--- src/rtl/prio_int_ctrl.sv ---
// Eight-level vectored priority interrupt controller: edge-latched active-low
// requests, mask register, in-service nesting and an irq/ack/eoi handshake.
//
// state | meaning
// IDLE  | no request offered to the CPU
// PEND  | irq asserted, waiting for ack
// VECT  | vector latched, vld strobe for one cycle
module prio_int_ctrl (
  input  logic       clk,
  input  logic       rst,
  input  logic [7:0] req_,
  input  logic       ld_mask,
  input  logic [7:0] mask_in,
  input  logic       ie,
  input  logic       ack,
  input  logic       eoi,
  output logic       irq,
  output logic [2:0] vec,
  output logic       vld,
  output logic [3:0] level
);

  typedef enum logic [1:0] {IDLE, PEND, VECT} state_t;

  state_t     state, state_nxt;
  logic [7:0] prev_req, pend, mask, isr;
  logic [7:0] cand, edge_set, pend_nxt, isr_nxt;
  logic [3:0] w_enc, t_enc, n_enc, level_nxt;
  logic [2:0] w, t;
  logic       rc, take, irq_nxt, vld_nxt;

  // {found, index} of the highest set bit
  function automatic logic [3:0] top_bit(input logic [7:0] v);
    top_bit = 4'b0000;
    for (int k = 0; k < 8; k++)
      if (v[k]) top_bit = {1'b1, 3'(k)};
  endfunction

  always_comb begin
    cand  = pend & ~mask;
    w_enc = top_bit(cand);
    t_enc = top_bit(isr);
    w     = w_enc[2:0];
    t     = t_enc[2:0];
    rc    = ie && w_enc[3] && (!t_enc[3] || (w > t));
  end

  always_ff @(posedge clk or posedge rst) begin
    if (rst) state <= IDLE;
    else     state <= state_nxt;
  end

  always_comb begin
    state_nxt = state;
    take      = 1'b0;
    case (state)
      IDLE: if (rc) state_nxt = PEND;
      PEND: begin
        if (ack && rc) begin
          state_nxt = VECT;
          take      = 1'b1;
        end else if (!rc) begin
          state_nxt = IDLE;
        end
      end
      VECT:    state_nxt = IDLE;
      default: state_nxt = IDLE;
    endcase
  end

  always_comb begin
    irq_nxt = (state_nxt == PEND);
    vld_nxt = (state_nxt == VECT);
  end

  // A fresh edge beats the ack clear on the same bit; eoi retires before ack sets.
  always_comb begin
    edge_set = prev_req & ~req_;
    pend_nxt = (pend & ~(take ? (8'd1 << w) : 8'd0)) | edge_set;
    isr_nxt  = isr;
    if (eoi && t_enc[3]) isr_nxt[t] = 1'b0;
    if (take)            isr_nxt[w] = 1'b1;
    n_enc     = top_bit(isr_nxt);
    level_nxt = n_enc[3] ? ({1'b0, n_enc[2:0]} + 4'd1) : 4'd0;
  end

  always_ff @(posedge clk or posedge rst) begin
    if (rst) begin
      prev_req <= 8'hFF;
      pend     <= 8'h00;
      mask     <= 8'hFF;
      isr      <= 8'h00;
      vec      <= 3'd0;
      vld      <= 1'b0;
      irq      <= 1'b0;
      level    <= 4'd0;
    end else begin
      prev_req <= req_;
      pend     <= pend_nxt;
      if (ld_mask) mask <= mask_in;
      isr      <= isr_nxt;
      if (take) vec <= w;
      vld      <= vld_nxt;
      irq      <= irq_nxt;
      level    <= level_nxt;
    end
  end

endmodule

--- config.mk ---
export PLATFORM = sky130hd
export DESIGN_NAME = prio_int_ctrl
export DESIGN_NICKNAME = d
export VERILOG_FILES = /design/src/rtl/prio_int_ctrl.sv
export SDC_FILE = /design/constraint.sdc
export NUM_CORES = 1
export LEC_CHECK = 0
export CAP_MARGIN = 20
export CORE_MARGIN = 3
export CORE_UTILIZATION = 53
export DETAILED_ROUTE_END_ITERATION = 16
export PLACE_DENSITY = 0.79
export SETUP_SLACK_MARGIN = 0.4
export SLEW_MARGIN = 20
export SYNTH_ARGS = -nofsm -noshare
export SYNTH_HDL_FRONTEND = slang
export SYNTH_SLANG_ARGS = --single-unit
--- constraint.sdc ---
create_clock -name clk -period 4.9 [get_ports clk]
set_input_delay 0.98 -clock clk [delete_from_list [all_inputs] [get_ports clk]]
set_output_delay 0.98 -clock clk [all_outputs]
set_load 0.005 [all_outputs]
Word-level counts from Yosys, hierarchy flattened
Cells that the tools add are included.

$add $sub $neg: 1. Magnitude comparators: 5. Equality and inequality tests: 3. Shift-type cells: 1. Multiplexer cells: 38. Bitwise operators: 10. Reductions and logical operators: 9.

Operators with widths (count): 2-to-1 mux 4 bit (25); AND 8 bit (4); inverter 8 bit (4); 2-to-1 mux 8 bit (3); bitwise OR 8 bit (2); < comparator 3 x 4 -> 1 bit, second input constant (2); << shifter 1 x 3 -> 8 bit, first input constant (1); demux 1 bit (select 3 bit) (2); greater-or-equal comparator 3 x 1 -> 1 bit, second input constant (2); logical AND 1 bit (6); 2-to-1 mux 2 bit (3); adder 3 x 1 -> 4 bit, second input constant (1); equality test 2 x 1 -> 1 bit, second input constant (2); 2-to-1 mux 1 bit (4); case mux 2 bit (2 select lines) (1); > comparator 3 bit (1); equality test 2 bit, second input constant (1); logical NOT 2 bit (1); logical NOT 1 bit (1); logical OR 1 bit (1).

Bits in registers: 43. Input bits: 22. Logic and storage cells: 76.

Logic depth before layout (Yosys ltp)
Depth after elaboration: 27. Mapped depth: 18.

Worst setup path after synthesis
No wires, ideal clock.

Path kind: register to register. From: reg mask[5]. To: reg level[1]. Arrival time: 3340 ps. Data required time: 4781 ps. Path slack: 1441 ps. Stages on the path, launching flop included: 17. Path buffers: 0. Cell sequence: dfstp_2 > nand2b_1 > o21ai_0 > a41o_1 > a21oi_1 > ha_1 > nor2_1 > and2_1 > a221o_1 > o311ai_4 > inv_2 > a32oi_1 > o2111a_1 > a211o_1 > nand2b_1 > ha_1 > and2_1.

Word-level cells in the longest chain between the ends: 21. Elaborated cells on any way between the ends: 29.

Ends and longest elaborated chain: from (decl) (RTL line 26) `logic [7:0] prev_req, pend, mask, isr;`; from (signal assigned) (RTL line 100) `if (ld_mask) mask <= mask_in;`; inverter 8 bit (*) (RTL line 40) `cand = pend & ~mask;`; AND 8 bit (*) (RTL line 40); 2-to-1 mux 4 bit (*) (3 in series) (RTL line 36) `if (v[k]) top_bit = {1'b1, 3'(k)};`; parallel branches: the longest is 6 deep, another holds < comparator 3 x 4 -> 1 bit; 2-to-1 mux 8 bit (*) (RTL line 82) `if (take) isr_nxt[w] = 1'b1;`; 2-to-1 mux 4 bit (6 in series) (RTL line 36); 2-to-1 mux 4 bit (*) (RTL line 36); adder 3 x 1 -> 4 bit / 2-to-1 mux 4 bit (equally long branches) (RTL line 84, 36); 2-to-1 mux 4 bit (*) (RTL line 84) `level_nxt = n_enc[3] ? ({1'b0, n_enc[2:0]} + 4'd1) : 4'd0;`; net level_nxt[1] (RTL line 28) `logic [3:0] w_enc, t_enc, n_enc, level_nxt;`; to (signal assigned) (RTL line 105) `level <= level_nxt;`; to (decl) (RTL line 20) `output logic [3:0] level`.

Mark *: on every way through the listed nets, which the timed path passes. A chain may end at the register's enable or synchronous reset.

Worst setup path after layout
Same ends and word-level chain as after synthesis.

==> results by group <==
Status
  – Status: complete, no violations

Floorplanning
  – Die width: 67.2 um
  – Starting Density: 0.572
  – Die area: 4510 sq um
  – Core ar.: 3470 sq um
  – Die height: 67.2 um
  – Row cnt: 21
  – Io pins: 31

Job
  – Max_cap viols: 0

Synth
  – Library cells used by synthesis: 42
  – Synth top cells by count: dfrtp_1, nand2_1, o21ai_0, inv_1, dfstp_2
  – Seq cells post-synth: 43
  – Syn avg cell area: 10.4 sq um
  – Count leader, synth: dfrtp_1
  – Post-synth EDFFs: 0
  – Number of synthesis warnings: 0
  – Largest cells by area after synthesis: dfrtp_1, dfstp_2, nand2_1
  – Mapped Nets: 215
  – Sequential cell area fraction in the yosys report: 0.552
  – Yosys top cell area share: 0.340
  – Count of mapped cells out of synthesis: 190
  – Top FF cell, synth: dfrtp_1
  – Area leader, netlist: dfrtp_1
  – Synth async-reset ratio: 1.00
  – Mapped cell area: 1980 sq um

Placement
  – GPL Wtd Cong: 0.898
  – Post-DP Area: 2330 sq um
  – I/O Buffers: 30
  – Detailed Place HPWL: 3.18 mm

Pwr
  – Leakage power: 1.13 nW
  – Switching part of the total power: 0.258
  – Maximum VDD drop: 0.000208 V
  – Cell Int Power: 0.000640 W
  – Power per cell area: 352 nW/um^2
  – Comb power frac: 0.197
  – Clk pwr share: 0.329
  – Flop pwr share: 0.474
  – P_sw: 0.000222 W

Hold path
  – Worst hold path class: reg2reg

Clock network
  – H-tree depth: 2
  – Total CTS buffers: 5
  – CTS hold repair buffers: 0
  – CTS tree: yes
  – Clock Sinks: 43
  – Post-cts gate resize count: 0
  – Clock Tree Buf Depth: 2
  – Clk Latency, worst-skew pair: 0.30 ns
  – # Post-CTS Setup Buffers: 0
  – Worst-path clk slew: 0.08 ns
  – CTS root buffer: clkbuf_8

Setup path
  – Crit Path Category: reg2reg
  – WP buf/inv: 1
  – Critical path arrival: 4.46 ns
  – CP Capture Type: flop
  – Family with the most delay on the worst path: compound AO/OA/AOI/OAI gates
  – Max stage delay on crit path: 0.68 ns
  – Critical-path cell list: nand2b_1 > o21ai_0 > a41o_1 > a21oi_1 > ha_1 > nor2_1 > and2_1 > a221o_1 > o311ai_4 > inv_2 > a32oi_1 > o2111a_1 > a211o_1 > nand2b_1 > ha_1 > and2_1
  – CP max FO: 18
  – Element type at the critical path start: flop
  – Slowest cell on the critical path: o311ai_4
  – Required @ worst endpoint: 5.10 ns

Layout
  – Final instance area: 2450 sq um
  – Layout cell share with drive strength beyond 1: 0.168
  – Synth-to-layout area growth: 23.4%
  – Diodes inserted: 0
  – Nets: 250

Route
  – Drt pass-1 iters: 4
  – Remaining DRCs: 0
  – Vias: 1563
  – DRT Wirelength: 4.21 mm
  – Antenna-violating nets left: 0
  – Routed vias/inst: 5.75
  – Initial DRC count: 145
  – Wirelength per Cell: 15.5 um

Timing
  – Layout Skew: 0.00539 ns
  – Fin. max-slew vios: 0
  – Setup TNS: 0 ns
  – Slew margin rel.: 0.413
  – Final setup viols: 0
  – Final hold violations: 0
  – Worst slew pin tran: 0.880 ns
  – Final period utilization: 0.871
  – Fmax: 234 MHz
  – RSZ-0062 raised after global routing: no
  – Minimum clock period: 4.27 ns

GRT
  – Largest net degree at the start of global routing: 26
  – Met1 Track Usage GR: 0.258
  – GR Util met2: 0.367
  – Met3 Track Usage GR: 0.0566
  – Global route hottest layer: met2
  – Initial antenna violation count: 0
  – Global-route wire length before repair: 7.21 mm
  – Vias in the first global route: 1609
  – Total Routing Usage GR: 0.219
  – Grt ovf: 0
==> per-stage QoR <==
stage | cells | hold slack (ns) | util | worst slack [ns] | total power [W]
after CTS | 272 | 0.489 | 0.706 | 0.753 | 0.000866
after floorplan | 190 | 0.449 | - | 1.44 | 0.000509
final | 272 | 0.489 | 0.706 | 0.632 | 0.000862
after global routing | 272 | 0.503 | 0.706 | 0.428 | 0.000907
after global placement | 264 | 0.477 | 0.672 | 1.06 | 0.000572
after detailed placement | 264 | 0.471 | 0.672 | 0.791 | 0.000582
==> final cells by class <==
type | instances | area (sq um)
fill | 278 | 1020
sequential | 43 | 1100
multi-input combinational | 125 | 798
tap | 46 | 57.6
timing repair buffer | 31 | 308
clock buffer | 6 | 82.6
inverter | 19 | 71.3
clock inverter | 2 | 35.0
==> worst reg2reg max path, stage by stage (launching register included) <==
cell and delay [ns]:
dfstp_2 0.55, nand2b_1 0.15, o21ai_0 0.11, a41o_1 0.30
a21oi_1 0.25, ha_1 0.19, nor2_1 0.06, and2_1 0.15
a221o_1 0.36, o311ai_4 0.68, inv_2 0.18, a32oi_1 0.33
o2111a_1 0.27, a211o_1 0.14, nand2b_1 0.07, ha_1 0.26
and2_1 0.13
==> layout by cell type (no fill, tap or decap), types with 2 or more instances in the layout <==
| master | instances |
|---|---|
| nor2b_1 | 2 |
| o31ai_1 | 5 |
| nand2b_1 | 10 |
| dfstp_2 | 16 |
| clkbuf_8 | 6 |
| clkdlybuf4s50_1 | 30 |
| inv_1 | 18 |
| ha_1 | 3 |
| dfrtp_1 | 27 |
| a22o_1 | 3 |
| nand2_1 | 26 |
| nor4_1 | 2 |
| or2_2 | 2 |
| a21oi_1 | 7 |
| mux2_2 | 6 |
| nor2_1 | 11 |
| and2_1 | 5 |
| o21ai_0 | 19 |
| a41oi_1 | 2 |
==> flip-flops by register name (all words and copies together), names as in the netlist <==
name,cells
irq,1
isr,8
level,4
mask,8
pend,8
prev_req,8
state,2
vec,3
vld,1
==> routing by layer <==
layer / share of wire / wire, um
met5: 0 / 0
met4: 0.020 / 85
met3: 0.067 / 283
met2: 0.50 / 2110
met1: 0.41 / 1740
==> power groups by stage <==
| stage | clock (W) | sequential (W) | combinational [W] |
|---|---|---|---|
| 2_1_floorplan | 0 | 0.000412 | 0.0000961 |
| 3_3_place_gp | 0 | 0.000413 | 0.000158 |
| 3_5_place_dp | 0 | 0.000415 | 0.000167 |
| 4_1_cts | 0.000289 | 0.000409 | 0.000168 |
| 5_1_grt | 0.000308 | 0.000413 | 0.000186 |
| 6_report | 0.000284 | 0.000408 | 0.000169 |
==> path summary, 6_finish.rpt <==
kind,cells after the start,slack [ns],start,end
worst max register to register,16,0.63,mask[5],level[1]
worst max-delay path,16,0.63,mask[5],level[1]
min in group asynchronous,2,1.16,rst,isr[1]
worst min-delay path,2,0.49,vec[1],vec[1]
worst min register to register,2,0.49,vec[1],vec[1]
max in group asynchronous,3,2.92,rst,prev_req[6]
==> logic make-up (layout without fill, tap and decap cells) <==
kind of cell               Yosys count  count (layout)  share of synthesized area
DFF                                 43              43                      0.552
adders and majority gates            3               3                     0.0189
AOI/OAI and AO/OA                   52              52                      0.189
and+or+nand+nor                     63              63                      0.156
muxes                                7               7                     0.0391
buffers and inverters               22              58                     0.0454
Note: power is estimated with default switching activity, not from simulation.
==> RTL change (same settings) <==
Remove the register `level`: a continuous assignment takes its place, so the output `level` follows one clock earlier.
--- a/src/rtl/prio_int_ctrl.sv
+++ b/src/rtl/prio_int_ctrl.sv
@@ -93,7 +93,6 @@
       vec      <= 3'd0;
       vld      <= 1'b0;
       irq      <= 1'b0;
-      level    <= 4'd0;
     end else begin
       prev_req <= req_;
       pend     <= pend_nxt;
@@ -102,9 +101,10 @@
       if (take) vec <= w;
       vld      <= vld_nxt;
       irq      <= irq_nxt;
-      level    <= level_nxt;
     end
   end
 
+  assign level = level_nxt;
+
 endmodule
 
Function: changed (Yosys sat finds a counterexample within 4 cycles, from zero or initial values and one cycle with rst high).
==> RTL change against the original RTL <==
The flow now finishes with violations (setup timing). Core utilization grew 7.6 points. Highest routed layer unchanged. Synthesized area shrank 5.0%. Cell area grew 8.3%. Register-to-register slack gained 1.2 ns. Wire length grew 20%. Clock skew grew 0.011 ns. Sequential cell count shrank 4. Worst setup slack lost 0.70 ns. Power shrank 0.23%.
==> RTL change: results <==
set metrics [dict create \
    io_buffers 30 \
    cts_root_buf "clkbuf_4" \
    layout.cells.most_common "clkdlybuf4s50_1" \
    ys.warnings.count 0 \
    critPathArrivalTime_ns 3.99 \
    grt_usage_pct 25.2 \
    synthTopCellsByCount "nand2_1, dfrtp_1, o21ai_0, inv_1, dfstp_2" \
    crit_slowest_cell "dfrtp_1" \
    antenna_found_initial 0 \
    dr_total_vias 1763 \
    ys_types 42 \
    synth_ff_type "dfrtp_1" \
    hold_class "reg2reg" \
    syn_inst 186 \
    drive_gt1_share_pct 32.7 \
    path_max_fanout 4 \
    fin_skew_ns 0.0164 \
    post-place-ws_ns -0.0793 \
    cpPeakStageDelay_ns 0.44 \
    gp_congestion 0.942 \
    violations "setup timing" \
    clk_path_buf_depth 2 \
    async_flop_share_pct 100 \
    num-nets-final 272 \
    ys_top_cells_by_area "dfrtp_1, dfstp_2, nand2_1, o21ai_0, inv_1" \
    grt_max_degree 40 \
    final_cells 294 \
    syn-num-nets 211 \
    grt_pass1_vias 1696 \
    cts-buffers-inserted 5 \
    drtPass1Iterations 5 \
    fillers 210 \
    final.setup.tns_ns -0.134 \
    placed_area_mm2 0.00232 \
    ant_nets 0 \
    worstMarginPinSlew_ns 0.538 \
    wl_per_cell_um 17.1 \
    cp_top_family "compound AO/OA/AOI/OAI gates" \
    p_leak_uw 0.00126 \
    outcome "finished with violations" \
    finalWorstSetupSlack_ns -0.0728 \
    antenna_cells 0 \
    clkTransAtPathRegs_ns 0.12 \
    hpwl_mm 3.26 \
    multiInputGateArea_um2 910 \
    ir_drop_v 0.000236 \
    drtIter0Drc 227 \
    setup_viol 2 \
    cts-htree-levels 2 \
    synth-seq-area-share_pct 52.9 \
    grt_pass1_wl_mm 8.03 \
    worstSkewPairLatency_ns 0.36 \
]
-- RTL change: path summary, 6_finish.rpt --
check	startpoint	cells past startpoint	to	slack [ns]
hold reg to reg	vec[1]$_DFFE_PP0N_	2	vec[1]$_DFFE_PP0N_	0.49
max in group asynchronous	rst	3	prev_req[3]$_DFF_PP1_	3.52
setup / recovery	isr[1]$_DFF_PP0_	17	level[1]	-0.07
min in group asynchronous	rst	3	vec[0]$_DFFE_PP0N_	1.02
setup reg to reg	isr[1]$_DFF_PP0_	15	pend[7]$_DFF_PP0_	1.79
hold / removal	vec[1]$_DFFE_PP0N_	2	vec[1]$_DFFE_PP0N_	0.49
-- RTL change: cell families after synthesis --
family          Yosys count  synth area share, %
mux                       7                 4.12
flops                    39                 52.9
buf+inv                  22                 4.78
fa+ha+maj                 3                 1.99
compound gates           52                 19.9
simple gates             63                 16.4
-- RTL change: per-layer routing --
layer / vias up / global-route usage, % / part of all wire [%]
met5: - / 0 / 0
met4: 0 / 13.0 / 3.1
met3: 20 / 6.32 / 8.4
met2: 102 / 42.4 / 51
met1: 869 / 29.3 / 37
li1: 772 / - / -
-- RTL change: worst min-delay path, cell delays in order (launching register included) --
cell and delay (ns):
dfrtp_1 0.36, nand2_1 0.05, o21ai_0 0.06
-- RTL change: layout make-up --
type | count | share of cell area (%)
clock buffer | 6 | 1.56
inverter | 19 | 2.69
tap | 46 | 2.17
clock inverter | 2 | 2.27
timing repair buffer | 57 | 19.4
sequential | 39 | 37.6
multi-input combinational | 125 | 34.3
-- RTL change: power by group --
group / internal (uW) / switching [uW]
registers: 356 / 16.1
clock network: 159 / 106
logic: 113 / 109
-- RTL change: timing repair --
item,in CTS,in global routing
gates resized for setup,28,13
cloned,0,0
endpoints found under the setup margin,3,4
buffers inserted,9,5
pin swaps,14,13
